`config.mk`:
```
export PLATFORM = sky130hd
export DESIGN_NAME = sz_fp2fix_conv_flat
export DESIGN_NICKNAME = d
export VERILOG_FILES = /design/src/rtl/sz_conv_pkg.sv /design/src/rtl/sz_fp2fix_conv_if.sv /design/src/rtl/sz_rshift_sticky.sv /design/src/rtl/sz_fp2fix_conv.sv /design/src/flat_wrapper.sv
export SDC_FILE = /design/constraint.sdc
export NUM_CORES = 1
export LEC_CHECK = 0
export CORE_MARGIN = 3
export CORE_UTILIZATION = 55
export DETAILED_ROUTE_END_ITERATION = 7
export PLACE_DENSITY = 0.75
export SETUP_SLACK_MARGIN = 0.5
export SLEW_MARGIN = 20
export SYNTH_ARGS = -nofsm -noshare
export SYNTH_HDL_FRONTEND = slang
export SYNTH_SLANG_ARGS = --single-unit
```
`constraint.sdc`:
```
create_clock -name clk -period 3.9 [get_ports clk]
set_input_delay 0.585 -clock clk [delete_from_list [all_inputs] [get_ports clk]]
set_output_delay 0.585 -clock clk [all_outputs]
set_load 0.02 [all_outputs]
```
`src/rtl/sz_conv_pkg.sv`:
```
// sz_conv_pkg: binary32 field constants, input classes and rounding modes for the fp-to-fixed converter
package sz_conv_pkg;
    localparam int EXP_W     = 8;
    localparam int MAN_W     = 23;
    localparam int BIAS      = 127;
    localparam int RND_TRUNC = 0;
    localparam int RND_RNE   = 1;

    typedef enum logic [1:0] {ZERO, NORM, INF, NAN} cls_t;

    function automatic cls_t classify(input logic [EXP_W-1:0] e, input logic [MAN_W-1:0] m);
        return (e == '0) ? ZERO : (e != '1) ? NORM : (m != '0) ? NAN : INF;
    endfunction
endpackage

```
`src/rtl/sz_fp2fix_conv_if.sv`:
```
// sz_fp2fix_conv_if: float input stream and fixed-point result stream of the converter
interface sz_fp2fix_conv_if #(parameter int OUT_W = 16);
    logic             s_valid;
    logic             s_ready;
    logic [31:0]      s_data;
    logic             m_valid;
    logic             m_ready;
    logic [OUT_W-1:0] m_data;
    logic             m_overflow;
    logic             m_underflow;
    logic             m_nan;

    modport slave (
        input  s_valid, s_data, m_ready,
        output s_ready, m_valid, m_data, m_overflow, m_underflow, m_nan
    );
    modport master (
        output s_valid, s_data, m_ready,
        input  s_ready, m_valid, m_data, m_overflow, m_underflow, m_nan
    );
endinterface

```
`src/rtl/sz_rshift_sticky.sv`:
```
// sz_rshift_sticky: right shifter returning the shifted word plus guard and sticky bits
module sz_rshift_sticky #(
    parameter int W    = 32,
    parameter int SH_W = 6
) (
    input  logic [W-1:0]    din,
    input  logic [SH_W-1:0] sh,
    output logic [W-1:0]    dout,
    output logic            guard,
    output logic            sticky
);
    logic [2*W-1:0] ext;

    // shift into a double-width word so the bits shifted out stay visible below the result
    always_comb begin
        ext    = {din, {W{1'b0}}} >> sh;
        dout   = ext[2*W-1:W];
        guard  = ext[W-1];
        sticky = |ext[W-2:0];
    end
endmodule

```
`src/rtl/sz_fp2fix_conv.sv`:
```
// sz_fp2fix_conv: 3-stage binary32 to saturating signed fixed-point converter with global stall
module sz_fp2fix_conv
    import sz_conv_pkg::*;
#(
    parameter int OUT_W    = 16,
    parameter int FRAC_W   = 0,
    parameter int RND_MODE = RND_RNE
) (
    input logic clk,
    input logic rst_n,
    sz_fp2fix_conv_if.slave io
);
    localparam logic [32:0]      LIM  = 33'(1) << (OUT_W - 1);
    localparam logic [OUT_W-1:0] MAXW = {1'b0, {(OUT_W-1){1'b1}}};
    localparam logic [OUT_W-1:0] MINW = {1'b1, {(OUT_W-1){1'b0}}};

    logic             live, en;
    logic             v1, v2;
    logic             s1_sign, s1_big, s1_den;
    cls_t             s1_cls;
    logic [31:0]      s1_sig;
    logic [5:0]       s1_sh;
    logic             s2_sign, s2_big, s2_den, s2_g, s2_st;
    cls_t             s2_cls;
    logic [31:0]      s2_mag;
    int               k;
    cls_t             cls_in;
    logic             big_in;
    logic [5:0]       sh_in;
    logic [31:0]      sh_mag;
    logic             sh_g, sh_st;
    logic             inc, sat, nov, nud, nna;
    logic [32:0]      rnd;
    logic [OUT_W-1:0] mag_o, nd;

    assign en         = !io.m_valid | io.m_ready;
    assign io.s_ready = en & live;

    // S1 decode: the significand sits at the top of a 32-bit word, so a right shift of 31-k
    // leaves the integer magnitude; shifts beyond 33 all give 0 with only sticky set
    always_comb begin
        k      = int'(io.s_data[30:23]) - BIAS + FRAC_W;
        cls_in = classify(io.s_data[30:23], io.s_data[22:0]);
        big_in = k >= OUT_W;
        sh_in  = (k < -3) ? 6'd34 : big_in ? 6'd0 : 6'(31 - k);
    end

    // S1 register: unpack and classify the accepted word
    always_ff @(posedge clk or negedge rst_n) begin
        if (!rst_n) begin
            live    <= 1'b0;
            v1      <= 1'b0;
            s1_sign <= 1'b0;
            s1_big  <= 1'b0;
            s1_den  <= 1'b0;
            s1_cls  <= ZERO;
            s1_sig  <= '0;
            s1_sh   <= '0;
        end else begin
            live <= 1'b1;
            if (en) begin
                v1      <= io.s_valid & live;
                s1_sign <= io.s_data[31];
                s1_big  <= big_in;
                s1_den  <= io.s_data[22:0] != '0;
                s1_cls  <= cls_in;
                s1_sig  <= {1'b1, io.s_data[22:0], 8'h00};
                s1_sh   <= sh_in;
            end
        end
    end

    sz_rshift_sticky #(.W(32), .SH_W(6)) u_shift (
        .din    (s1_sig),
        .sh     (s1_sh),
        .dout   (sh_mag),
        .guard  (sh_g),
        .sticky (sh_st)
    );

    // S2 register: aligned magnitude with guard/sticky for rounding
    always_ff @(posedge clk or negedge rst_n) begin
        if (!rst_n) begin
            v2      <= 1'b0;
            s2_sign <= 1'b0;
            s2_big  <= 1'b0;
            s2_den  <= 1'b0;
            s2_cls  <= ZERO;
            s2_mag  <= '0;
            s2_g    <= 1'b0;
            s2_st   <= 1'b0;
        end else if (en) begin
            v2      <= v1;
            s2_sign <= s1_sign;
            s2_big  <= s1_big;
            s2_den  <= s1_den;
            s2_cls  <= s1_cls;
            s2_mag  <= sh_mag;
            s2_g    <= sh_g;
            s2_st   <= sh_st;
        end
    end

    // S3 round, apply sign and saturate; a negative magnitude of exactly 2^(OUT_W-1) is MIN, not overflow
    always_comb begin
        inc   = (RND_MODE == RND_RNE) & s2_g & (s2_st | s2_mag[0]);
        rnd   = {1'b0, s2_mag} + {32'b0, inc};
        mag_o = rnd[OUT_W-1:0];
        sat   = (s2_cls == INF) | (s2_cls == NORM & (s2_big | (s2_sign ? rnd > LIM : rnd >= LIM)));
        nov   = sat;
        nna   = s2_cls == NAN;
        nud   = !sat & ((s2_cls == ZERO & s2_den) | (s2_cls == NORM & rnd == '0));
        nd    = sat ? (s2_sign ? MINW : MAXW) : (s2_cls == NORM) ? (s2_sign ? -mag_o : mag_o) : '0;
    end

    // S3 register: outputs hold while the consumer stalls
    always_ff @(posedge clk or negedge rst_n) begin
        if (!rst_n) begin
            io.m_valid     <= 1'b0;
            io.m_data      <= '0;
            io.m_overflow  <= 1'b0;
            io.m_underflow <= 1'b0;
            io.m_nan       <= 1'b0;
        end else if (en) begin
            io.m_valid     <= v2;
            io.m_data      <= nd;
            io.m_overflow  <= nov;
            io.m_underflow <= nud;
            io.m_nan       <= nna;
        end
    end
endmodule

```
`src/flat_wrapper.sv`:
```
// flat-port wrapper written by rule: the top's interface ports become plain ports
module sz_fp2fix_conv_flat import sz_conv_pkg::*;
#(
    parameter int OUT_W    = 16,
    parameter int FRAC_W   = 0,
    parameter int RND_MODE = RND_RNE
)
  (clk, rst_n, io_s_valid, io_s_data, io_m_ready, io_s_ready, io_m_valid, io_m_data, io_m_overflow, io_m_underflow, io_m_nan);
  sz_fp2fix_conv_if #(.OUT_W(OUT_W)) io_i ();
  input logic clk;
  input logic rst_n;
  input wire logic [$bits(io_i.s_valid)-1:0] io_s_valid;
  input wire logic [$bits(io_i.s_data)-1:0] io_s_data;
  input wire logic [$bits(io_i.m_ready)-1:0] io_m_ready;
  output wire logic [$bits(io_i.s_ready)-1:0] io_s_ready;
  output wire logic [$bits(io_i.m_valid)-1:0] io_m_valid;
  output wire logic [$bits(io_i.m_data)-1:0] io_m_data;
  output wire logic [$bits(io_i.m_overflow)-1:0] io_m_overflow;
  output wire logic [$bits(io_i.m_underflow)-1:0] io_m_underflow;
  output wire logic [$bits(io_i.m_nan)-1:0] io_m_nan;
  assign io_i.s_valid = io_s_valid;
  assign io_i.s_data = io_s_data;
  assign io_i.m_ready = io_m_ready;
  assign io_s_ready = io_i.s_ready;
  assign io_m_valid = io_i.m_valid;
  assign io_m_data = io_i.m_data;
  assign io_m_overflow = io_i.m_overflow;
  assign io_m_underflow = io_i.m_underflow;
  assign io_m_nan = io_i.m_nan;
  sz_fp2fix_conv #(.OUT_W(OUT_W), .FRAC_W(FRAC_W), .RND_MODE(RND_MODE)) u_core (.clk(clk), .rst_n(rst_n), .io(io_i));
endmodule
```
==> results_dict.tcl <==
set metrics [dict create \
    finish.instance_area_mm2 0.008112 \
    setup_slack_ns 0.5906 \
    cts_tree "yes" \
    cap_violations 0 \
    fin_crit_ns 3.309 \
    nFillCells 1055 \
    rsz0062_at_grt "false" \
    ir_drop_v 0.0002668 \
    drtIter0Drc 555 \
    chipWidth_um 118.1 \
    cp.required_ns 4.15 \
    gr-usage-all-layers_pct 26.60 \
    rows 40 \
    placed_cell_area_mm2 0.007567 \
    drt_pass1_iterations 6 \
    grt_pass1_vias 6018 \
    synth.avg_cell_area_um2 8.549 \
    io_buffers 56 \
    worstPathMaxFanout 8 \
    worstSetupEndpointType "register" \
    crit_start "u_core.s2_mag[0]" \
    viasPerCell 6.226 \
    cp-start-kind "register" \
    synthArstFlopShare_pct 100.0 \
    clk_latency_ns 0.36 \
    nets 893 \
    synth_flop_cell "dfrtp_1" \
    grt_antenna_before_repair 0 \
    drive_gt1_share_pct 14.60 \
    yosysWarnings 0 \
    syn_area_mm2 0.006908 \
    io_pins 57 \
    syn_to_final_growth_pct 17.42 \
    core-area_mm2 0.01216 \
    diodes 0 \
    cts.clk_slew.worst_paths_ns 0.08 \
    grt_max_degree 79 \
    htreeDepth 3 \
    maxSlewViolCount 0 \
    grt_pass1_wl_um 30480 \
    design.die.area_mm2 0.01394 \
    r2r-start "u_core.s2_mag[0]" \
    numCtsBuffers 9 \
    clock-skew-final_ns 0.01174 \
    cts_sinks 97 \
    drc 0 \
    gp_congestion 0.9306 \
    clockBufferDepth 2 \
    pre_cts_slack_ns 0.3032 \
    fmax_mhz 302.2 \
    synth_edf_count 0 \
    tightest_slew_ns 0.8878 \
    p_leak_nw 3.342 \
    ys_seq_area_share_pct 35.14 \
    finalSetupViolCount 0 \
    initial_core_util_pct 56.80 \
    wl_per_cell_um 18.26 \
    final_cells 1024 \
    reg2reg_depth 11 \
    clk_root_buffer_cell "clkbuf_16" \
    dp_cells 996 \
    mappedNetlistNets 850 \
    slew_headroom_pct 40.81 \
    r2r-end "u_core.io.m_data[15]" \
    path_class "reg -> reg" \
    ys_ff_latch 97 \
    dp_hpwl_um 13940 \
    status "complete, no violations" \
    timing.final.crit_share_pct 84.86 \
    finalSetupTns_ns 0 \
    die_y_um 118.1 \
    grt_overflow 0 \
    hp-class "in -> async" \
    syn_inst 808 \
    r2r_slack_ns 0.59 \
    crit_path_end "u_core.io.m_data[15]" \
    cp_data_arrival_time_ns 3.56 \
    hold_violations 0 \
    ant_nets 0 \
    p_per_area_mw_per_mm2 524.9 \
    synth_cell_types 77 \
    wirelength_um 18700 \
    vias 6375 \
]
==> layer usage <==
metal | share of wire, % | wire length, um | track usage, % | vias to the layer above
met5 | 0 | 0 | 0 | -
met4 | 2.7 | 508 | 8.425 | 0
met3 | 4.8 | 896 | 2.691 | 43
met2 | 48 | 8983 | 44.19 | 215
met1 | 44 | 8313 | 36.80 | 3100
li1 | - | - | - | 3017
==> timing repair <==
item	CTS	global route
setup buffers	0	12
pin swaps	0	12
endpoints found under the hold margin	0	0
gates resized for setup	6	30
hold buffers	0	0
setup endpoints to repair	16	18
==> stage by stage <==
stage / hold slack (ns) / utilization [%] / power [mW]
finish: 0.1938 / 66.70 / 4.258
floorplan: 0.2894 / - / 2.672
global placement: 0.4437 / 62.22 / 3.253
detailed placement: 0.4554 / 62.22 / 3.300
CTS: 0.2050 / 64.88 / 4.187
global route: 0.2220 / 66.70 / 4.512
==> Yosys cell counts, types with 7 or more instances <==
master	number	area [um2]
a21oi_1	23	115.1
a22o_1	20	175.2
a31oi_1	7	43.79
and3_1	10	62.56
buf_2	7	35.03
clkbuf_1	34	127.6
dfrtp_1	97	2427
inv_1	19	71.32
mux2_2	19	214.0
mux2i_1	27	270.3
mux4_2	16	360.4
nand2_1	161	604.3
nand2b_1	9	56.30
nand3_1	21	105.1
nand4_1	13	81.33
nor2_1	76	285.3
nor3_1	14	70.07
nor4_1	18	112.6
o21ai_0	42	210.2
o22a_1	15	131.4
o22ai_1	12	75.07
o31ai_1	9	67.56
xnor2_1	25	219.0
xor2_1	10	87.58
==> layout by cell type, fill, tap and decap left out, types with 5 or more instances in the layout <==
master / Yosys / routed
nand4_1: 13 / 13
mux2_2: 19 / 17
mux2i_1: 27 / 27
xor2_1: 10 / 10
a21oi_1: 23 / 23
a22o_1: 20 / 20
o32ai_1: 5 / 5
o31ai_1: 9 / 9
nand2b_1: 9 / 8
nor2_1: 76 / 74
dfrtp_1: 97 / 95
mux4_2: 16 / 16
clkdlybuf4s50_1: 0 / 55
nor4_1: 18 / 16
xnor2_1: 25 / 25
and3_1: 10 / 10
nor3_1: 14 / 14
o22ai_1: 12 / 12
a31oi_1: 7 / 7
o21ai_0: 42 / 38
nand2_1: 161 / 160
o22a_1: 15 / 15
buf_4: 4 / 32
clkbuf_16: 0 / 9
nand3_1: 21 / 18
inv_1: 19 / 19
==> cell type report <==
| cell class | instances | area [um2] | share of cell area [%] |
|---|---|---|---|
| Inverter | 20 | 75.07 | 0.9255 |
| Tap cell | 168 | 210.2 | 2.591 |
| Sequential cell | 97 | 2432 | 29.99 |
| Clock buffer | 9 | 225.2 | 2.776 |
| Clock inverter | 7 | 70.07 | 0.8638 |
| Multi-Input combinational cell | 636 | 4308 | 53.11 |
| Timing Repair Buffer | 87 | 790.8 | 9.749 |
==> how the worst min path moves through the flow <==
stage / cells after the start / end / slack [ns] / from
floorplan: 0 / u_core.io.m_data[0] / 0.29 / rst_n
global placement: 2 / u_core.v2 / 0.44 / u_core.v2
detailed placement: 2 / u_core.io.m_nan / 0.46 / u_core.io.m_nan
CTS: 1 / u_core.io.m_data[11] / 0.20 / rst_n
global route: 1 / u_core.s2_mag[18] / 0.22 / rst_n
finish: 1 / u_core.s2_mag[18] / 0.19 / rst_n
==> power breakdown <==
group	internal, mW	switching, mW	leakage (nW)
registers	1.23	0.307	1.20
clock network	0.450	0.427	0.142
logic	0.851	0.995	2.00
total	2.53	1.73	3.34
==> cells by family (layout without fill, tap and decap cells) <==
group	after synthesis	in the layout	synth area share (%)
multiplexers	63	63	12.44
AND/OR/NAND/NOR	363	363	25.18
AO/OA/AOI/OAI	168	168	16.79
adder cells (fa/ha/maj)	6	6	1.087
flip-flops	97	97	35.14
XOR/XNOR	35	35	4.438
other	1	1	0.05429
buffers and inverters	75	123	4.872
==> registers in the layout, summed over array words and instances (netlist names), 2 cells and up <==
signal / count
u_core.s1_sig: 24
u_core.io.m_data: 16
u_core.s1_cls: 2
u_core.s1_sh: 6
u_core.s2_cls: 2
u_core.s2_mag: 32
==> worst max-delay path, cell delays in order (launching register included) <==
cell and delay (ns):
dfrtp_1 0.41, o21a_1 0.18, ha_2 0.19, and4_4 0.35
nand3_4 0.13, mux2i_1 0.21, a32oi_2 0.11, o41a_1 0.50
or4b_1 0.54, o31ai_1 0.22, a21oi_1 0.09, mux2_4 0.26
(Power assumes the default switching activity.)
